===== config.mk =====
export PLATFORM = sky130hd
export DESIGN_NAME = led_sequencer
export DESIGN_NICKNAME = d
export VERILOG_FILES = /design/src/rtl/led_seq_pkg.sv /design/src/rtl/led_tick_gen.sv /design/src/rtl/led_sequencer.sv
export SDC_FILE = /design/constraint.sdc
export NUM_CORES = 1
export LEC_CHECK = 0
export CORE_ASPECT_RATIO = 1.25
export CORE_MARGIN = 4
export CORE_UTILIZATION = 40
export CTS_CLUSTER_SIZE = 14
export DETAILED_ROUTE_END_ITERATION = 7
export GPL_ROUTABILITY_DRIVEN = 1
export PLACE_DENSITY = 0.64
export SETUP_SLACK_MARGIN = 0.4
export SKIP_LAST_GASP = 1
export SLEW_MARGIN = 0
export SYNTH_ARGS = -nofsm -noshare
export SYNTH_HDL_FRONTEND = slang
export SYNTH_SLANG_ARGS = --single-unit

===== constraint.sdc =====
create_clock -name clk -period 8.8 [get_ports clk]
set_input_delay 1.32 -clock clk [delete_from_list [all_inputs] [get_ports clk]]
set_output_delay 1.32 -clock clk [all_outputs]
set_load 0.005 [all_outputs]

===== src/rtl/led_seq_pkg.sv =====
// Shared types and constants for the LED sequencer.
// Holds the pattern and FSM enums plus the step-count helper.
package led_seq_pkg;

  localparam int PERIOD_W = 8;

  typedef enum logic [1:0] {
    MODE_OFF   = 2'd0,
    MODE_SOLID = 2'd1,
    MODE_BLINK = 2'd2,
    MODE_CHASE = 2'd3
  } mode_t;

  typedef enum logic [1:0] {
    ST_IDLE = 2'd0,
    ST_LOAD = 2'd1,
    ST_RUN  = 2'd2
  } state_t;

  // A period of zero behaves like a period of one.
  function automatic logic [PERIOD_W-1:0] step_last(input logic [PERIOD_W-1:0] period);
    if (period == {PERIOD_W{1'b0}}) begin
      step_last = {PERIOD_W{1'b0}};
    end else begin
      step_last = period - {{(PERIOD_W-1){1'b0}}, 1'b1};
    end
  endfunction

endpackage


===== src/rtl/led_tick_gen.sv =====
// Prescaler: counts 0..CLK_DIV-1 while enabled and flags the terminal count.
// The tick is asserted for one cycle, while the count sits at CLK_DIV-1.
module led_tick_gen #(
  parameter int CLK_DIV = 50000
) (
  input  logic clk,
  input  logic rst,
  input  logic clr,
  input  logic en,
  output logic tick
);

  localparam int CW = (CLK_DIV > 2) ? $clog2(CLK_DIV) : 1;
  localparam logic [CW-1:0] LAST = CW'(CLK_DIV - 1);

  logic [CW-1:0] count;

  // Free-running divider; clr has priority over counting.
  always_ff @(posedge clk or posedge rst) begin
    if (rst) begin
      count <= {CW{1'b0}};
    end else if (clr) begin
      count <= {CW{1'b0}};
    end else if (en) begin
      count <= (count == LAST) ? {CW{1'b0}} : count + {{(CW-1){1'b0}}, 1'b1};
    end else begin
      count <= count;
    end
  end

  assign tick = en & (count == LAST);

endmodule


===== src/rtl/led_sequencer.sv =====
// LED pattern sequencer: accepts a mode/period configuration and plays
// OFF/SOLID/BLINK/CHASE patterns on the LED outputs.
module led_sequencer
  import led_seq_pkg::*;
#(
  parameter int CLK_DIV  = 50000,
  parameter int NUM_LEDS = 4
) (
  input  logic                clk,
  input  logic                rst,
  input  logic                on,
  input  logic                cfg_valid,
  output logic                cfg_ready,
  input  logic [1:0]          cfg_mode,
  input  logic [PERIOD_W-1:0] cfg_period,
  output logic [NUM_LEDS-1:0] led,
  output logic                busy
);

  localparam logic [NUM_LEDS-1:0] ONE_HOT = {{(NUM_LEDS-1){1'b0}}, 1'b1};

  state_t              state;
  mode_t               mode;
  logic [PERIOD_W-1:0] period;
  logic [PERIOD_W-1:0] step;
  logic                loaded;
  logic [NUM_LEDS-1:0] pat;
  logic                tick;
  logic                accept;

  function automatic logic [NUM_LEDS-1:0] init_pattern(input mode_t m);
    case (m)
      MODE_OFF:   init_pattern = {NUM_LEDS{1'b0}};
      MODE_SOLID: init_pattern = {NUM_LEDS{1'b1}};
      MODE_BLINK: init_pattern = {NUM_LEDS{1'b1}};
      MODE_CHASE: init_pattern = ONE_HOT;
      default:    init_pattern = {NUM_LEDS{1'b0}};
    endcase
  endfunction

  function automatic logic [NUM_LEDS-1:0] next_pattern(input mode_t m,
                                                       input logic [NUM_LEDS-1:0] p);
    case (m)
      MODE_BLINK: next_pattern = ~p;
      MODE_CHASE: next_pattern = {p[NUM_LEDS-2:0], p[NUM_LEDS-1]};
      default:    next_pattern = p;
    endcase
  endfunction

  assign cfg_ready = on & ~rst & (state != ST_LOAD);
  assign accept    = cfg_valid & cfg_ready;

  led_tick_gen #(
    .CLK_DIV (CLK_DIV)
  ) u_tick_gen (
    .clk  (clk),
    .rst  (rst),
    .clr  (state == ST_LOAD),
    .en   (state == ST_RUN),
    .tick (tick)
  );

  // led follows the internal pattern register one cycle later, so a config
  // accepted at edge N shows its first pattern after edge N+2.
  always_ff @(posedge clk or posedge rst) begin
    if (rst) begin
      state  <= ST_IDLE;
      mode   <= MODE_OFF;
      period <= {{(PERIOD_W-1){1'b0}}, 1'b1};
      step   <= {PERIOD_W{1'b0}};
      loaded <= 1'b0;
      pat    <= {NUM_LEDS{1'b0}};
      led    <= {NUM_LEDS{1'b0}};
      busy   <= 1'b0;
    end else if (!on) begin
      state <= ST_IDLE;
      led   <= {NUM_LEDS{1'b0}};
      busy  <= 1'b0;
    end else if (accept) begin
      mode   <= mode_t'(cfg_mode);
      period <= cfg_period;
      loaded <= 1'b1;
      state  <= ST_LOAD;
      busy   <= 1'b1;
    end else begin
      case (state)
        ST_IDLE: begin
          led <= {NUM_LEDS{1'b0}};
          if (loaded) begin
            state <= ST_LOAD;
            busy  <= 1'b1;
          end else begin
            busy <= 1'b0;
          end
        end
        ST_LOAD: begin
          pat   <= init_pattern(mode);
          step  <= {PERIOD_W{1'b0}};
          state <= ST_RUN;
          busy  <= 1'b1;
        end
        ST_RUN: begin
          led <= pat;
          if (tick) begin
            if (step == step_last(period)) begin
              step <= {PERIOD_W{1'b0}};
              pat  <= next_pattern(mode, pat);
            end else begin
              step <= step + {{(PERIOD_W-1){1'b0}}, 1'b1};
            end
          end
        end
        default: begin
          state <= ST_IDLE;
          led   <= {NUM_LEDS{1'b0}};
          busy  <= 1'b0;
        end
      endcase
    end
  end

endmodule


## Word level (Yosys, flattened, before mapping)

Index checks and enable logic that the tools add are counted.

- Add/sub/neg operators: 3
- $mul: 0
- Divide/modulo/power cells: 0
- $lt $le $gt $ge: 0
- Equal/unequal tests: 15
- Shift-type cells: 0
- Mux-type cells: 27
- Bitwise gates (word level): 7
- Reductions and logical operators: 10

Operators by type and width:

| operator | number |
|---|---|
| 8-bit two-way mux | 7 |
| 16-bit two-way mux | 3 |
| 4-bit one-hot mux with 2 select lines | 3 |
| 16-bit by 1-bit adder with 16-bit output, second input constant | 1 |
| 16-bit equality test, second input constant | 1 |
| 4-bit two-way mux | 4 |
| 8-bit one-hot mux with 2 select lines | 1 |
| 4-bit one-hot mux with 3 select lines | 1 |
| 8-bit by 1-bit adder with 8-bit output, second input constant | 1 |
| 8-bit equality test | 1 |
| 8-bit zero test | 1 |
| 2-bit inequality test, second input constant | 4 |
| 8-bit by 1-bit subtractor with 8-bit output, second input constant | 1 |
| 2-bit equality test, second input constant | 3 |
| 2-bit two-way mux | 3 |
| 3-bit inequality test, second input constant | 2 |
| 2-bit one-hot mux with 3 select lines | 1 |
| 2-bit AND reduction | 3 |
| 6-bit AND reduction | 1 |
| 1-bit bitwise AND | 4 |
| 2-bit by 1-bit equality test with 1-bit output, second input constant | 2 |
| 2-bit zero test | 2 |
| 4-bit inequality test, second input constant | 1 |
| 4-bit NOT | 1 |
| other kinds (7) | 10 |

- Bits in registers: 46
- Bits in latches: 0
- Memory bits (writable): 0
- ROM bits: 0
- Input bits: 14
- Output and inout bits: 6
- Logic and storage cells: 71
- Memories: 0

## Depth between registers and ports, before layout

Gate-level depths: netlist of run 1.

- Word-level depth: 10
- Mapped depth: 9

## By module

Synthesis of run 1 repeated with hierarchy kept, for this count alone.

- Cells, all modules: 315
- Area total of the unflattened synthesis: 2,911.5 um^2

By module, submodules not included:

| module | times used | cells an instance | area an instance (um^2) | seq. area each (um^2) |
|---|---|---|---|---|
| led_sequencer | 1 | 211 | 1,954.4 | 752.0 |
| led_tick_gen | 1 | 104 | 957.2 | 400.4 |

## Worst setup path before layout of run 1

Ideal clock, no wire load.

- Path kind: in2out
- Start point: input port on
- End point: output port cfg_ready
- Data arrival time: 1,775 ps
- Data required time: 7,480 ps
- Setup slack: 5,705 ps
- Cell stages on the path: 2
- Cells stage by stage: clkbuf_1 nor3b_1

- Cells in the longest elaborated chain, start to end: 2

Ends and longest elaborated chain:

| element | line | text |
|---|---|---|
| start: declaration | led_sequencer.sv:11 | `input logic on,` |
| 1-bit bitwise AND (2 in a row) | led_sequencer.sv:50 | `assign cfg_ready = on & ~rst & (state != ST_LOAD);` |
| end: declaration | led_sequencer.sv:13 | `output logic cfg_ready,` |

Every way passes these cells.

## Worst setup path after layout of run 1

Same ends and word-level chain as after synthesis.

==> qor.yml, run 1 <==
status: "finished, final reports clean"
ys_seq_area_share_pct: 40.4
die_x_um: 83.6
antenna_left: 0
drt_first_iter_violations: 53
syn_to_final_growth_pct: 12.8
synth_cell_type_count: 57
final_cell_count_no_fill: 412
ys_ff_latch: 46
slew_headroom_pct: 26.1
tightest_slew_ns: 1.10
final_common_cell: "dfrtp_1"
gp_congestion: 0.780
drive_above_1_share_pct: 9.63
hold_viol_final: 0
vias: 2264
p_per_area_nw_per_um2: 278
worstPathRequired_ns: 7.48
io_buffers: 19
grt_overflow: 0
clk_latency_ns: 0.30
wl_per_cell_um: 14.8
final_area_um2: 3220
cp_data_arrival_time_ns: 2.72
fin_hold_ws_ns: 0.506
p_comb_share_pct: 44.8
syn_area_um2: 2860
power_mw: 0.893
hold_depth: 1
setup_ws_ns: 4.76
ctsResizeCount: 0
grt_pass1_wl_um: 10700
antenna_cells: 0
dpl_cell_area_um2: 3110
ios: 20
tns_ns: 0
syn_nets: 332
cts_hold_buf: 0
crit_path_start_kind: "primary input"
clk_pin_slew_ns: 0.09
start_util_pct: 41.2
fp.dieH_um: 102
synth_area_leader_cell: "dfrtp_1"
worstPathMaxFanout: 10
numCtsBuffers: 5
cts_tree: "done"
timing.rr.end: "pat[0]$_DFFE_PP0P_"
hpwl_um: 4310
critPathCaptureType: "output port"
drt_first_pass_iters: 4
rows: 34
drv_cap: 0
drv_slew: 0
synth_warnings: 0
core-area_um2: 6930
worstHoldStart: "loaded$_DFFE_PP0P_"
ir_drop_mv: 0.155
rsz0062_at_grt: "no"
worstHoldPathType: "reg -> reg"
fin_util_pct: 46.4
leakagePower_nw: 1.33
r2r_cells: 8
rrSetupSlack_ns: 5.67
min_to: "loaded$_DFFE_PP0P_"
post-cts-setup-buffer-count: 0
finalCritPeriodShare_pct: 45.9
clk_path_buf_depth: 2
seqPwrFrac_pct: 37.3
rr_startpoint: "period[0]$_DFFE_PP1P_"
crit_type: "in -> out"
dieArea_um2: 8560
wl_um: 6100
grt_usage_pct: 15.2
clkPwrFrac_pct: 17.9
period_minus_slack_ns: 4.04
skew_ns: 0.00552
cts_root_buf: "clkbuf_8"
synth_ff_type: "dfrtp_1"
antenna_found_initial: 0
grt_pass1_vias: 2244
htree_levels: 2
synth_cells: 308
internal-power_mw: 0.521
dp_slack_ns: 4.77
p_switching_mw: 0.373
yosysTopAreaCellShare_pct: 39.4
max_freq_mhz: 248
viasPerCell: 5.50
post-route-drc-count: 0
cts_sinks: 46
grt_max_degree: 47
layout_common_cells: "45 x dfrtp_1, 29 x nand2_1, 23 x nor2_1, 19 x inv_1, 19 x clkdlybuf4s50_1"
synth_area_leaders: "dfrtp_1 39%, ha_1 4.4%, nand2_1 3.8%"
dpl.cell_count: 404
ys_async_sr_fraction_pct: 100
swShare_pct: 41.7
setup_viol: 0
synth_edf_count: 0
nets: 345
syn_avg_cell_area_um2: 9.27
[cells in the mapped netlist (8+ instances only)]
library cell,instances
nor2_1,23
a21oi_1,13
o21ai_0,14
ha_1,10
mux2_2,8
inv_1,20
nand3_1,18
nand2_1,29
clkbuf_1,11
xor2_1,10
dfrtp_1,45
nor3_1,9
[worst max-delay path by stage]
| stage | startpoint | end | slack (ns) | cells past startpoint |
|---|---|---|---|---|
| 4_1_cts | on | cfg_ready | 4.74 | 3 |
| 3_3_place_gp | on | cfg_ready | 4.75 | 3 |
| 2_1_floorplan | on | cfg_ready | 5.70 | 2 |
| 3_5_place_dp | on | cfg_ready | 4.77 | 3 |
| 6_report | on | cfg_ready | 4.76 | 3 |
| 5_1_grt | on | cfg_ready | 4.66 | 3 |
[logic make-up (layout without fill, tap and decap cells)]
family	count (synthesis)	after routing	share of synthesized area, %
buffers and inverters	33	47	4.34
AOI/OAI and AO/OA	67	67	17.7
and+or+nand+nor	120	120	22.3
DFF	46	46	40.4
adders and majority gates	10	10	4.38
muxes	16	16	6.00
xor gates and xnor gates	16	16	4.91
[registers in the layout, summed over array words and instances, names as in the netlist]
signal / count
led: 4
state: 2
busy: 1
u_tick_gen.count: 16
step: 8
pat: 4
period: 8
loaded: 1
mode: 2
[metal layers]
metal | track usage [%] | up-vias | wire (um)
li1 | - | 1132 | -
met1 | 19.1 | 1089 | 2800
met2 | 26.2 | 37 | 3030
met3 | 3.39 | 6 | 196
met4 | 4.58 | 0 | 72
met5 | 0 | - | 0
[worst max-delay path, cell delays in order]
cell and delay (ns):
clkdlybuf4s50_1 0.64, nor3b_1 0.23, clkdlybuf4s50_1 0.53
[cell type report]
cell class / instances / area [um^2]
Clock buffer: 6 / 72.6
Clock inverter: 2 / 37.5
Fill cell: 684 / 3710
Inverter: 20 / 75.1
Multi-Input combinational cell: 229 / 1580
Sequential cell: 46 / 1150
Tap cell: 90 / 113
Timing Repair Buffer: 19 / 190
[power by group through the flow]
stage / Sequential (mW) / Combinational [mW] / Clock (mW)
detailed placement: 0.336 / 0.401 / 0
CTS: 0.333 / 0.403 / 0.167
global placement: 0.334 / 0.388 / 0
finish: 0.333 / 0.400 / 0.160
floorplan: 0.307 / 0.338 / 0
global route: 0.342 / 0.453 / 0.174
No activity file was read; power rests on OpenSTA's default activity.
==> run 2: changes to the inputs <==
- PLACE_DENSITY: 0.64 -> 0.66
- clock period: 8.8 -> 3.4 ns (I/O delays scaled with it)
==> qor.yml, run 2 (synthesis gave the netlist of run 1 again) <==
rrSetupSlack_ns: 0.52  # was 5.67 ns
core-area_um2: 6930  # unchanged
slew_headroom_pct: 36.3  # was 26.1%
grt_usage_pct: 14.4  # was 15.2%
max_stage_delay_ns: 0.59  # was 0.64 ns
viasPerCell: 5.59  # was 5.50
layout_common_cells: "45 x dfrtp_1, 29 x nand2_1, 23 x nor2_1, 19 x inv_1, 19 x clkdlybuf4s50_1"  # unchanged
setup_ws_ns: 0.524  # was 4.76 ns
vias: 2316  # was 2,264
post-route-drc-count: 0  # unchanged
worstHoldStart: "loaded$_DFFE_PP0P_"  # unchanged
hold_viol_final: 0  # unchanged
worstPathMaxFanout: 7  # was 10
htree_levels: 2  # unchanged
dp_slack_ns: 0.357  # was 4.77 ns
finalCritPeriodShare_pct: 84.6
dpl_cell_area_um2: 3120  # was 3110 um^2
grt_pass1_vias: 2239  # was 2,244
drv_cap: 0  # unchanged
clk_latency_ns: 0.30  # about the same
wl_um: 5950  # was 6100 um
leakagePower_nw: 1.33  # about the same
worstHoldPathType: "reg -> reg"  # unchanged
tightest_slew_ns: 0.954  # was 1.10 ns
cp_data_arrival_time_ns: 3.06  # was 2.72 ns
clk_path_buf_depth: 2  # unchanged
rsz0062_at_grt: "no"  # unchanged
drt_first_iter_violations: 101  # was 53
fin_util_pct: 46.5  # was 46.4%
crit_path_start: "period[3]$_DFFE_PP0P_"  # was on
cts_sinks: 46  # unchanged
start_util_pct: 41.2  # unchanged
crit_path_frequent_cell: "or4_1"  # was clkdlybuf4s50_1
numCtsBuffers: 5  # unchanged
largest-register: "u_tick_gen.count"  # unchanged
r2r_cells: 7  # was 8
drive_above_1_share_pct: 10.2  # was 9.63%
final_area_um2: 3220  # about the same
antenna_cells: 0  # unchanged
drt_first_pass_iters: 4  # unchanged
critPathCaptureType: "flop"  # was output port
die_x_um: 83.6  # unchanged
fp.dieH_um: 102  # unchanged
crit_path_start_kind: "flop"  # was primary input
syn_to_final_growth_pct: 12.9  # was 12.8%
fill_cells: 681  # was 684
cp_slowest_cell: "or4_1"  # was clkdlybuf4s50_1
antenna_found_initial: 0  # unchanged
status: "finished, final reports clean"  # unchanged
antenna_left: 0  # unchanged
setup_viol: 0  # unchanged
rr_startpoint: "period[3]$_DFFE_PP0P_"  # was period[0]$_DFFE_PP1P_
hpwl_um: 4260  # was 4310 um
crit_type: "reg -> reg"  # was in -> out
largest_reg_flops: 16  # unchanged
tns_ns: 0  # unchanged
gp_congestion: 0.840  # was 0.780
grt_overflow: 0  # unchanged
critical_path.endpoint: "pat[0]$_DFFE_PP0P_"  # was cfg_ready
cts_hold_buf: 0  # unchanged
dieArea_um2: 8560  # unchanged
nets: 347  # was 345
max_freq_mhz: 348
period_minus_slack_ns: 2.88
skew_ns: 0.00102  # was 0.00552 ns
worstPathRequired_ns: 3.59  # was 7.48 ns
ios: 20  # unchanged
ir_drop_mv: 0.378  # was 0.155 mV
crit_chain: "or4_1 > or4_1 > and3_1 > a2111oi_4 > buf_4 > o211ai_4 > mux2_1"  # was clkdlybuf4s50_1 > nor3b_1 > clkdlybuf4s50_1
clk_pin_slew_ns: 0.08  # was 0.09 ns
timing.rr.end: "pat[0]$_DFFE_PP0P_"  # unchanged
final_cell_count_no_fill: 414  # was 412
grt_pass1_wl_um: 10200  # was 10,700 um
p_per_area_nw_per_um2: 707  # was 278 nW/um^2
reg.largest.list: "u_tick_gen.count x16, period x8, step x8"  # unchanged
grt_max_degree: 47  # unchanged
io_buffers: 19  # unchanged
drv_slew: 0  # unchanged
wl_per_cell_um: 14.4  # was 14.8 um
dpl.cell_count: 405  # was 404
cts_tree: "done"  # unchanged
rows: 34  # unchanged
final_common_cell: "dfrtp_1"  # unchanged
cts_root_buf: "clkbuf_8"  # unchanged
==> run 2: cell types whose count changed in the layout (fill, tap and decap cells not counted), sizes merged <==
| cell | previous run | this run |
|---|---|---|
| clkbuf | 6 | 7 |
| clkinv | 0 | 1 |
| clkinvlp | 1 | 0 |
| bufinv | 1 | 0 |
| buf | 0 | 2 |
==> run 2: metrics by stage <==
stage | power, mW | hold slack (ns)
global placement | 1.88 | 0.486
global route | 2.46 | 0.542
floorplan | 1.67 | 0.463
detailed placement | 1.91 | 0.493
finish | 2.28 | 0.516
CTS | 2.28 | 0.516
==> run 2: worst min path at each step <==
stage	to	slack, ns	depth (start not counted)
finish	loaded$_DFFE_PP0P_	0.52	1
global route	loaded$_DFFE_PP0P_	0.54	1
CTS	loaded$_DFFE_PP0P_	0.52	1
detailed placement	loaded$_DFFE_PP0P_	0.49	1
global placement	loaded$_DFFE_PP0P_	0.49	1
floorplan	loaded$_DFFE_PP0P_	0.46	1
==> run 2: cell type report <==
type                       instances  area (um^2)  share of cell area (%)
multi-input combinational        229         1590                    49.2
timing repair buffer              21          205                    6.37
sequential                        46         1150                    35.8
inverter                          20         75.1                    2.33
clock buffer                       7         86.3                    2.68
tap                               90          113                    3.49
clock inverter                     1         5.00                   0.155
==> run 2: worst max-delay path: cells and delay by family, from the launching register on <==
kind / cells / cell delay, ns
AOI/OAI and AO/OA: 2 / 0.42
buffers and inverters: 1 / 0.21
DFF: 1 / 0.47
muxes: 1 / 0.33
and+or+nand+nor: 3 / 1.32
==> run 2: routing by layer <==
| metal | global-route usage [%] | part of all wire [%] | vias up |
|---|---|---|---|
| met5 | 0 | 0 | - |
| met4 | 3.96 | 0.99 | 0 |
| met3 | 2.90 | 3.0 | 6 |
| met2 | 25.2 | 49 | 37 |
| met1 | 18.3 | 47 | 1135 |
| li1 | - | - | 1138 |
==> run 2: power breakdown <==
group,internal (mW),leakage (nW),switching (mW)
sequential,0.676,0.596,0.193
combinational,0.466,0.689,0.594
clock,0.164,0.0482,0.187
total,1.31,1.33,0.973
==> run 2: repair_timing <==
item / in CTS / in global routing
buffers inserted: 1 / 0
resized for setup: 0 / 1
pin swaps: 1 / 0
setup endpoints to repair: 6 / 6
==> run 3: changes to the inputs <==
- PLACE_DENSITY: 0.66 -> 0.64
- clock period: 3.4 -> 2.7 ns (I/O delays scaled with it)
==> qor.yml, run 3 (synthesis gave the netlist of run 1 again) <==
skew_ns: 0.0120  # was 0.00102 ns
final_cell_count_no_fill: 439  # was 414
max_stage_delay_ns: 0.54  # was 0.59 ns
largest_reg_flops: 16  # unchanged
slew_headroom_pct: 61.7  # was 36.3%
io_buffers: 19  # unchanged
p_per_area_nw_per_um2: 912  # was 707 nW/um^2
cts_tree: "done"  # unchanged
nets: 372  # was 347
final_area_um2: 3560  # was 3220 um^2
grt_overflow: 0  # unchanged
antenna_cells: 0  # unchanged
worstPathRequired_ns: 2.89  # was 3.59 ns
cts_root_buf: "clkbuf_8"  # unchanged
drv_cap: 0  # unchanged
antenna_left: 0  # unchanged
worstPathMaxFanout: 7  # unchanged
fp.dieH_um: 102  # unchanged
viasPerCell: 5.53  # was 5.59
clk_latency_ns: 0.30  # about the same
setup_viol: 0  # unchanged
rows: 34  # unchanged
final_common_cell: "dfrtp_1"  # unchanged
drt_first_iter_violations: 106  # was 101
dieArea_um2: 8560  # unchanged
clk_path_buf_depth: 2  # unchanged
tightest_slew_ns: 0.574  # was 0.954 ns
cp_data_arrival_time_ns: 2.75  # was 3.06 ns
hpwl_um: 4400  # was 4260 um
dpl.cell_count: 421  # was 405
wl_um: 6230  # was 5950 um
dpl_cell_area_um2: 3270  # was 3120 um^2
htree_levels: 2  # unchanged
status: "finished, final reports clean"  # unchanged
grt_pass1_vias: 2303  # was 2,239
die_x_um: 83.6  # unchanged
cts_sinks: 46  # unchanged
rsz0062_at_grt: "yes"  # was no
drive_above_1_share_pct: 20.9  # was 10.2%
crit_type: "reg -> reg"  # unchanged
wl_per_cell_um: 14.2  # was 14.4 um
post-route-drc-count: 0  # unchanged
vias: 2427  # was 2,316
reg.largest.list: "u_tick_gen.count x16, period x8, step x8"  # unchanged
drv_slew: 0  # unchanged
grt_usage_pct: 15.3  # was 14.4%
numCtsBuffers: 5  # unchanged
critPathCaptureType: "flop"  # unchanged
layout_common_cells: "45 x dfrtp_1, 29 x nand2_1, 24 x buf_4, 23 x nor2_1, 18 x clkdlybuf4s50_1"  # was 45 x dfrtp_1, 29 x nand2_1, 23 x nor2_1, 19 x inv_1, 19 x clkdlybuf4s50_1
start_util_pct: 41.2  # unchanged
crit_chain: "inv_2 > ha_4 > or3b_4 > a22o_1 > o32a_1 > a2111oi_4 > buf_6 > a21oi_4 > a221o_1"  # was or4_1 > or4_1 > and3_1 > a2111oi_4 > buf_4 > o211ai_4 > mux2_1
core-area_um2: 6930  # unchanged
crit_path_start_kind: "flop"  # unchanged
ir_drop_mv: 0.488  # was 0.378 mV
leakagePower_nw: 1.52  # was 1.33 nW
grt_pass1_wl_um: 10800  # was 10,200 um
ios: 20  # unchanged
clk_pin_slew_ns: 0.09  # was 0.08 ns
gp_congestion: 0.830  # was 0.840
period_minus_slack_ns: 2.56  # was 2.88 ns
cp_slowest_cell: "dfstp_2"  # was or4_1
largest-register: "u_tick_gen.count"  # unchanged
drt_first_pass_iters: 5  # was 4
finalCritPeriodShare_pct: 94.9  # was 84.6%
worstHoldPathType: "in -> async"  # was reg -> reg
hold_viol_final: 0  # unchanged
antenna_found_initial: 0  # unchanged
syn_to_final_growth_pct: 24.8  # was 12.9%
max_freq_mhz: 390  # was 348 MHz
grt_max_degree: 29  # was 47
-- run 3: final timing paths --
check / from / to / slack (ns) / cells past startpoint
setup / recovery: period[0]$_DFFE_PP1P_ / step[2]$_DFFE_PP0P_ / 0.14 / 9
hold / removal: rst / busy$_DFFE_PP0P_ / 0.49 / 2
setup reg to reg: period[0]$_DFFE_PP1P_ / step[2]$_DFFE_PP0P_ / 0.14 / 9
hold reg to reg: loaded$_DFFE_PP0P_ / loaded$_DFFE_PP0P_ / 0.52 / 1
max in group asynchronous: rst / period[0]$_DFFE_PP1P_ / 1.63 / 3
min in group clk: loaded$_DFFE_PP0P_ / loaded$_DFFE_PP0P_ / 0.52 / 1
-- run 3: repair_timing --
action                                  in CTS  in global routing
hold buffers                                 0                  0
hold endpoints to repair                     0                  0
resized for setup                           18                 11
endpoints found under the setup margin      22                 21
buffers inserted                             4                  6
pin swaps                                    7                  2
-- run 3: area by class of cell --
type	instances	area, um^2
Inverter	20	77.6
Fill cell	632	3370
Clock buffer	7	76.3
Sequential cell	46	1150
Tap cell	90	113
Multi-Input combinational cell	229	1700
Timing Repair Buffer	46	412
Clock inverter	1	30.0
-- run 3: per-stage QoR --
stage	utilization, %	hold slack (ns)	setup WS (ns)	setup TNS (ns)	total power [mW]
final	51.4	0.491	0.137	0	3.25
after floorplan	-	0.463	-0.0324	-0.0780	2.11
after global routing	51.4	0.544	0.0429	0	3.51
after CTS	50.0	0.502	0.125	0	3.18
after detailed placement	47.1	0.491	-0.00890	-0.0131	2.53
after global placement	47.1	0.488	0.0413	0	2.50
-- run 3: worst max-delay path: cells and delay by family (launching register included) --
kind                       cells  cell delay, ns
AOI/OAI and AO/OA              5            1.12
DFF                            1            0.54
and+or+nand+nor                1            0.36
buffers and inverters          2            0.24
adders and majority gates      1            0.21
-- run 3: where the power goes --
| group | total (mW) | switching (mW) | internal, mW |
|---|---|---|---|
| logic | 1.67 | 0.861 | 0.813 |
| registers | 1.07 | 0.218 | 0.851 |
| clock network | 0.507 | 0.230 | 0.277 |
| total | 3.25 | 1.31 | 1.94 |
-- run 3: layer usage --
| metal | routed length (um) | vias to the layer above | track usage (%) |
|---|---|---|---|
| met5 | 0 | - | 0 |
| met4 | 157 | 0 | 5.82 |
| met3 | 229 | 13 | 3.23 |
| met2 | 2970 | 51 | 25.2 |
| met1 | 2870 | 1175 | 19.9 |
| li1 | - | 1188 | - |
==> edit 1, RTL diff (settings of run 3) <==
Reset style: synchronous (`rst`), changed in 2 clocked blocks.
--- a/src/rtl/led_tick_gen.sv
+++ b/src/rtl/led_tick_gen.sv
@@ -17,5 +17,5 @@
 
   // Free-running divider; clr has priority over counting.
-  always_ff @(posedge clk or posedge rst) begin
+  always_ff @(posedge clk) begin
     if (rst) begin
       count <= {CW{1'b0}};
--- a/src/rtl/led_sequencer.sv
+++ b/src/rtl/led_sequencer.sv
@@ -63,5 +63,5 @@
   // led follows the internal pattern register one cycle later, so a config
   // accepted at edge N shows its first pattern after edge N+2.
-  always_ff @(posedge clk or posedge rst) begin
+  always_ff @(posedge clk) begin
     if (rst) begin
       state  <= ST_IDLE;
Function: differs if rst is asserted again (counterexample within 4 cycles, from zero or initial values and one cycle with rst high); with rst held inactive, the same outputs for 10 cycles.
==> edit 1 against run 3 <==
Non-clock buffer count decreased by 7. Area after synthesis decreased by 12%. Sequential share of layout area decreased by 2.3 points. Synthesized cell count increased by 0.32%. Routed wire length decreased by 9.2%. Setup slack improved by 0.13 ns. Sequential cell count unchanged. Cell area decreased by 13%.
Power is not compared: it rests on default switching activity, and its combinational part moved more than twofold at a synthesized area within 25%.
==> edit 1: results (changes against run 3) <==
status=completed; CP max stage cell=or3_4; largest net degree at the start of global routing=18 (-38%); first-pass GRT wire length=9508 um (-12%); CTS Buf Count=5 (unchanged); vias in the first global route=2123 (-7.8%); DP Area=2845 um^2 (-13%); top cells by area, synth=dfxtp_1 (37%), nor2_1 (6.5%), xor2_1 (6.3%); P_leak=1.095 nW; initial antenna violation count=0 (unchanged); largest vdd supply drop=248.7 uV; dpl hpwl=3948 um (-10%); drt first-iter violations=92 (-13%); synth unique cells=51 (-11%); Slew headroom=0.6532 (+0.03578); post-synthesis sequential area ratio=0.3684 (-0.03522); number of I/O port buffers=19 (unchanged); vias post-DR=2231 (-8.1%); layout cells sized above 1=0.1746 (-0.03461); H-tree depth=2 (unchanged); clock buffer depth=2 (unchanged); biggest regs=u_tick_gen.count (16), period (8), step (8); Max stage delay on crit path=0.41 ns (-0.13 ns); Worst-path clk slew=0.09 ns (about the same); # diodes=0 (unchanged); routed len/inst=13.47 um (-5.0%); Clock Skews=0.008220 ns (-0.003797 ns); most common library cells after synthesis=dfxtp_1 (46), nor2_1 (43), nand2_1 (28); ys async rst share=0 (-1.000); routability cong.=0.9213 (+11%); Synth Warn #=0 (unchanged); clock root buffer=clkbuf_8; CP max FO=5 (-2); Worst Hold Class=reg -> reg; fin nets=357 (-4.0%); clk_lat worst skew=0.31 ns; Switching Fraction=0.2701; DR pass1 iterations=5 (unchanged); Post-Syn Nets=329 (-0.90%); Total GRT Usage=0.1558 (+0.002938); Worst Path Arrival=2.63 ns (-0.12 ns)
## edit 1: cell count changes in the layout (fill, tap and decap cells not counted), sizes merged, moves of 6 or more
cell,run 3,this run
a21oi,14,24
buf,27,20
dfrtp,45,0
dfxtp,0,46
inv,20,10
mux2,9,0
nor2,23,43
o21ai,15,7
or3,0,6
xor2,10,18
## edit 1: cells by family (layout without fill, tap and decap cells)
kind of cell | Yosys count | in the layout | synth area share
compound gates | 56 | 56 | 0.1482
xor+xnor | 28 | 28 | 0.09810
simple gates | 140 | 140 | 0.2863
mux | 5 | 5 | 0.02002
buf+inv | 28 | 57 | 0.04905
fa+ha+maj | 6 | 6 | 0.03003
flops | 46 | 46 | 0.3684
## edit 1: routing by layer
metal,routed length [um],global-route usage,vias up,part of all wire
met5,0,0,-,0
met4,116,0.06268,0,0.021
met3,164,0.03247,10,0.029
met2,2841,0.2755,38,0.50
met1,2537,0.1843,1044,0.45
li1,-,-,1139,-
## edit 1: through the flow
stage	instances	utilization	setup slack, ns	power (mW)	hold WS (ns)
after floorplan	309	-	0.2766	0.8269	0.4461
after global placement	403	0.4794	0.2472	0.8801	0.4631
after detailed placement	403	0.4794	0.1942	0.8819	0.4697
after CTS	418	0.5079	0.2227	1.327	0.4826
after global routing	420	0.5203	0.1054	1.385	0.5208
final	420	0.5203	0.2622	1.323	0.4802
## edit 1: final timing paths
path                  start  cells after the start      end  slack [ns]
setup / recovery  period[0]                      8   pat[2]        0.26
hold / removal      mode[0]                      2  mode[0]        0.48
setup reg to reg  period[0]                      8   pat[2]        0.26
hold reg to reg     mode[0]                      2  mode[0]        0.48
## edit 1: cell type report
type | instances | area (um^2)
multi-input cells | 235 | 1583
clock buffers | 5 | 68.82
fillers | 566 | 2846
inverters | 10 | 40.04
well taps | 82 | 102.6
flip-flops and latches | 46 | 927.1
repair buffers | 39 | 345.3
clock inverters | 3 | 21.27
## edit 1: repair_timing
action                     4_1_cts  5_1_grt
pin swaps                        5        7
resized for setup                7       13
setup buffers                    7        2
setup endpoints to repair       12       13
## edit 1: worst max-delay path: cells and delay by family (launching register included)
kind	cells	cell delay, ns
compound gates	4	0.88
simple gates	2	0.71
flops	1	0.37
mux	1	0.24
buf+inv	1	0.14
## edit 1: power by group through the flow
stage | clock [mW] | sequential, mW | combinational (mW)
floorplan | 0 | 0.712 | 0.115
global placement | 0 | 0.719 | 0.161
detailed placement | 0 | 0.720 | 0.162
CTS | 0.446 | 0.702 | 0.178
global route | 0.472 | 0.705 | 0.208
finish | 0.429 | 0.703 | 0.191
==> edit 2, RTL diff (settings of run 3) <==
Made on the original files. `CLK_DIV` is set to 50000 in 2 places; all go to 12500.
--- a/src/rtl/led_tick_gen.sv
+++ b/src/rtl/led_tick_gen.sv
@@ -2,5 +2,5 @@
 // The tick is asserted for one cycle, while the count sits at CLK_DIV-1.
 module led_tick_gen #(
-  parameter int CLK_DIV = 50000
+  parameter int CLK_DIV = 12500
 ) (
   input  logic clk,
--- a/src/rtl/led_sequencer.sv
+++ b/src/rtl/led_sequencer.sv
@@ -4,5 +4,5 @@
   import led_seq_pkg::*;
 #(
-  parameter int CLK_DIV  = 50000,
+  parameter int CLK_DIV  = 12500,
   parameter int NUM_LEDS = 4
 ) (
Behaviour: no difference found for any inputs over 10 cycles, from zero or initial values and one cycle with rst high; that may be too few to reach the edited logic, so the function may still have changed.
==> edit 2 against run 3 <==
Setup slack improved by 0.16 ns. Area after synthesis decreased by 4.3%. Routed wire length increased by 1.4%. Clock skew decreased by 0.0096 ns. Fmax increased by 6.5%. Cell area decreased by 6.5%. Power increased by 4.7%. Die area decreased by 3.9%. Via count decreased by 6.0%. Non-clock buffer count decreased by 9. Sequential cell count decreased by 2.
==> edit 2: results (changes against run 3) <==
Fin Hold WS=0.5099 ns (+0.01892 ns); Worst-path clk slew=0.08 ns; worst hold start=loaded; H-tree depth=2 (unchanged); hold worst-path end=loaded; most common library cells after synthesis=dfrtp_1 (43), nand2_1 (37), nor2_1 (23); Place WS=0.2803 ns (+0.2892 ns); biggest regs=u_tick_gen.count (14), period (8), step (8); DP Cell Count=408 (-3.1%); ys flop type=dfrtp_1; Least-Margin Pin Slew=0.9354 ns (+0.3616 ns); Hold Crit Depth=1; Worst Hold Class=reg -> reg; routability cong.=0.8671 (+4.5%); layout cells sized above 1=0.1810 (-0.02816); clock root buffer=clkbuf_8; synth unique cells=56 (-1.8%); r2r worst-path depth=9 (unchanged); Clock Skews=0.002373 ns (-0.009644 ns); DR pass1 iterations=4 (-1); syn avg cell area=8.934 um^2 (-3.6%); post-synthesis sequential area ratio=0.4032 (about the same); status=completed; drt drc=0 (unchanged); clock buffer depth=2 (unchanged); DP Area=3079 um^2 (-5.7%); vias in the first global route=2286 (-0.74%); vias per inst=5.382 (-2.6%); dpl hpwl=4564 um (+3.7%); top cells by area, synth=dfrtp_1 (39%), nand2_1 (5.1%), ha_1 (4.6%); reg-to-reg slack, setup=0.29 ns (+0.16 ns); Post-Syn Nets=330 (-0.60%); clk_lat worst skew=0.30 ns (about the same); FF-to-FF End=step[6]; Met3 Wirelength=153 um (-33%); drt first-iter violations=114 (+7.5%); Max Used Layer=met4; CP max FO=7 (unchanged); P_leak=1.414 nW (-7.0%); Synth Warn #=0 (unchanged); largest vdd supply drop=610.3 uV (+25%); post-route insts no fill=424 (-3.4%); FILL cells=648 (+2.5%); metal2 WL=3121 um (+5.0%); first-pass GRT wire length=10760 um (about the same); M1 wire length=2874 um (+0.17%); number of I/O port buffers=19 (unchanged); initial antenna violation count=0 (unchanged); # diodes=0 (unchanged); largest net degree at the start of global routing=26 (-10%); Total GRT Usage=0.1670 (+0.01414); RR Startpoint=period[0]; fin nets=361 (-3.0%); Routed Antenna Nets=0 (unchanged); Worst Path Arrival=2.60 ns (-0.15 ns); ys async rst share=1.000 (unchanged); CTS Buf Count=5 (unchanged); Routed WL=6317 um (+1.4%)
==> edit 2: logic make-up after synthesis <==
group,synth area share
buffers and inverters,0.04165
multiplexers,0.05126
AND/OR/NAND/NOR,0.2302
adder cells (fa/ha/maj),0.04577
AO/OA/AOI/OAI,0.1799
XOR/XNOR,0.04806
flip-flops,0.4032
==> edit 2: layer usage <==
layer / up-vias / track usage
met3: 16 / 0.02424
met2: 39 / 0.2788
li1: 1133 / -
met4: 0 / 0.06777
met5: - / 0
met1: 1094 / 0.2142
==> edit 2: what timing repair did <==
action                                  CTS  global route
setup buffers                             5             4
cloned                                    0             0
endpoints found under the hold margin     0             0
gates resized for setup                   7             8
pin swaps                                 4             4
endpoints found under the setup margin   11            13
==> edit 2: layout make-up <==
class,instances,area [um^2],area share
clock inverters,2,60.06,0.01801
multi-input cells,233,1604,0.4811
inverters,16,60.06,0.01801
repair buffers,37,329.1,0.09869
clock buffers,5,68.82,0.02064
flip-flops and latches,44,1104,0.3310
well taps,87,108.9,0.03265
==> edit 2: worst max-delay path by stage <==
stage | start | endpoint | slack [ns]
finish | period[0] | step[6] | 0.29
global route | period[1] | step[6] | 0.22
CTS | period[0] | step[6] | 0.28
detailed placement | period[0] | pat[2] | 0.28
global placement | period[0] | step[6] | 0.31
floorplan | period[0] | step[6] | 0.39
==> edit 2: where the power goes <==
group          switching (mW)  total (mW)  internal, mW
Combinational           0.888        1.71         0.819
Sequential              0.253        1.10         0.844
Clock                   0.235       0.599         0.364
==> edit 2: worst max-delay path, stage by stage, from the launching register on <==
cell	delay [ns]
dfstp_2	0.56
inv_2	0.05
ha_4	0.21
or3b_4	0.37
a22o_4	0.22
o32a_4	0.20
a211o_1	0.28
o21ai_4	0.23
a21oi_2	0.04
a21o_1	0.15
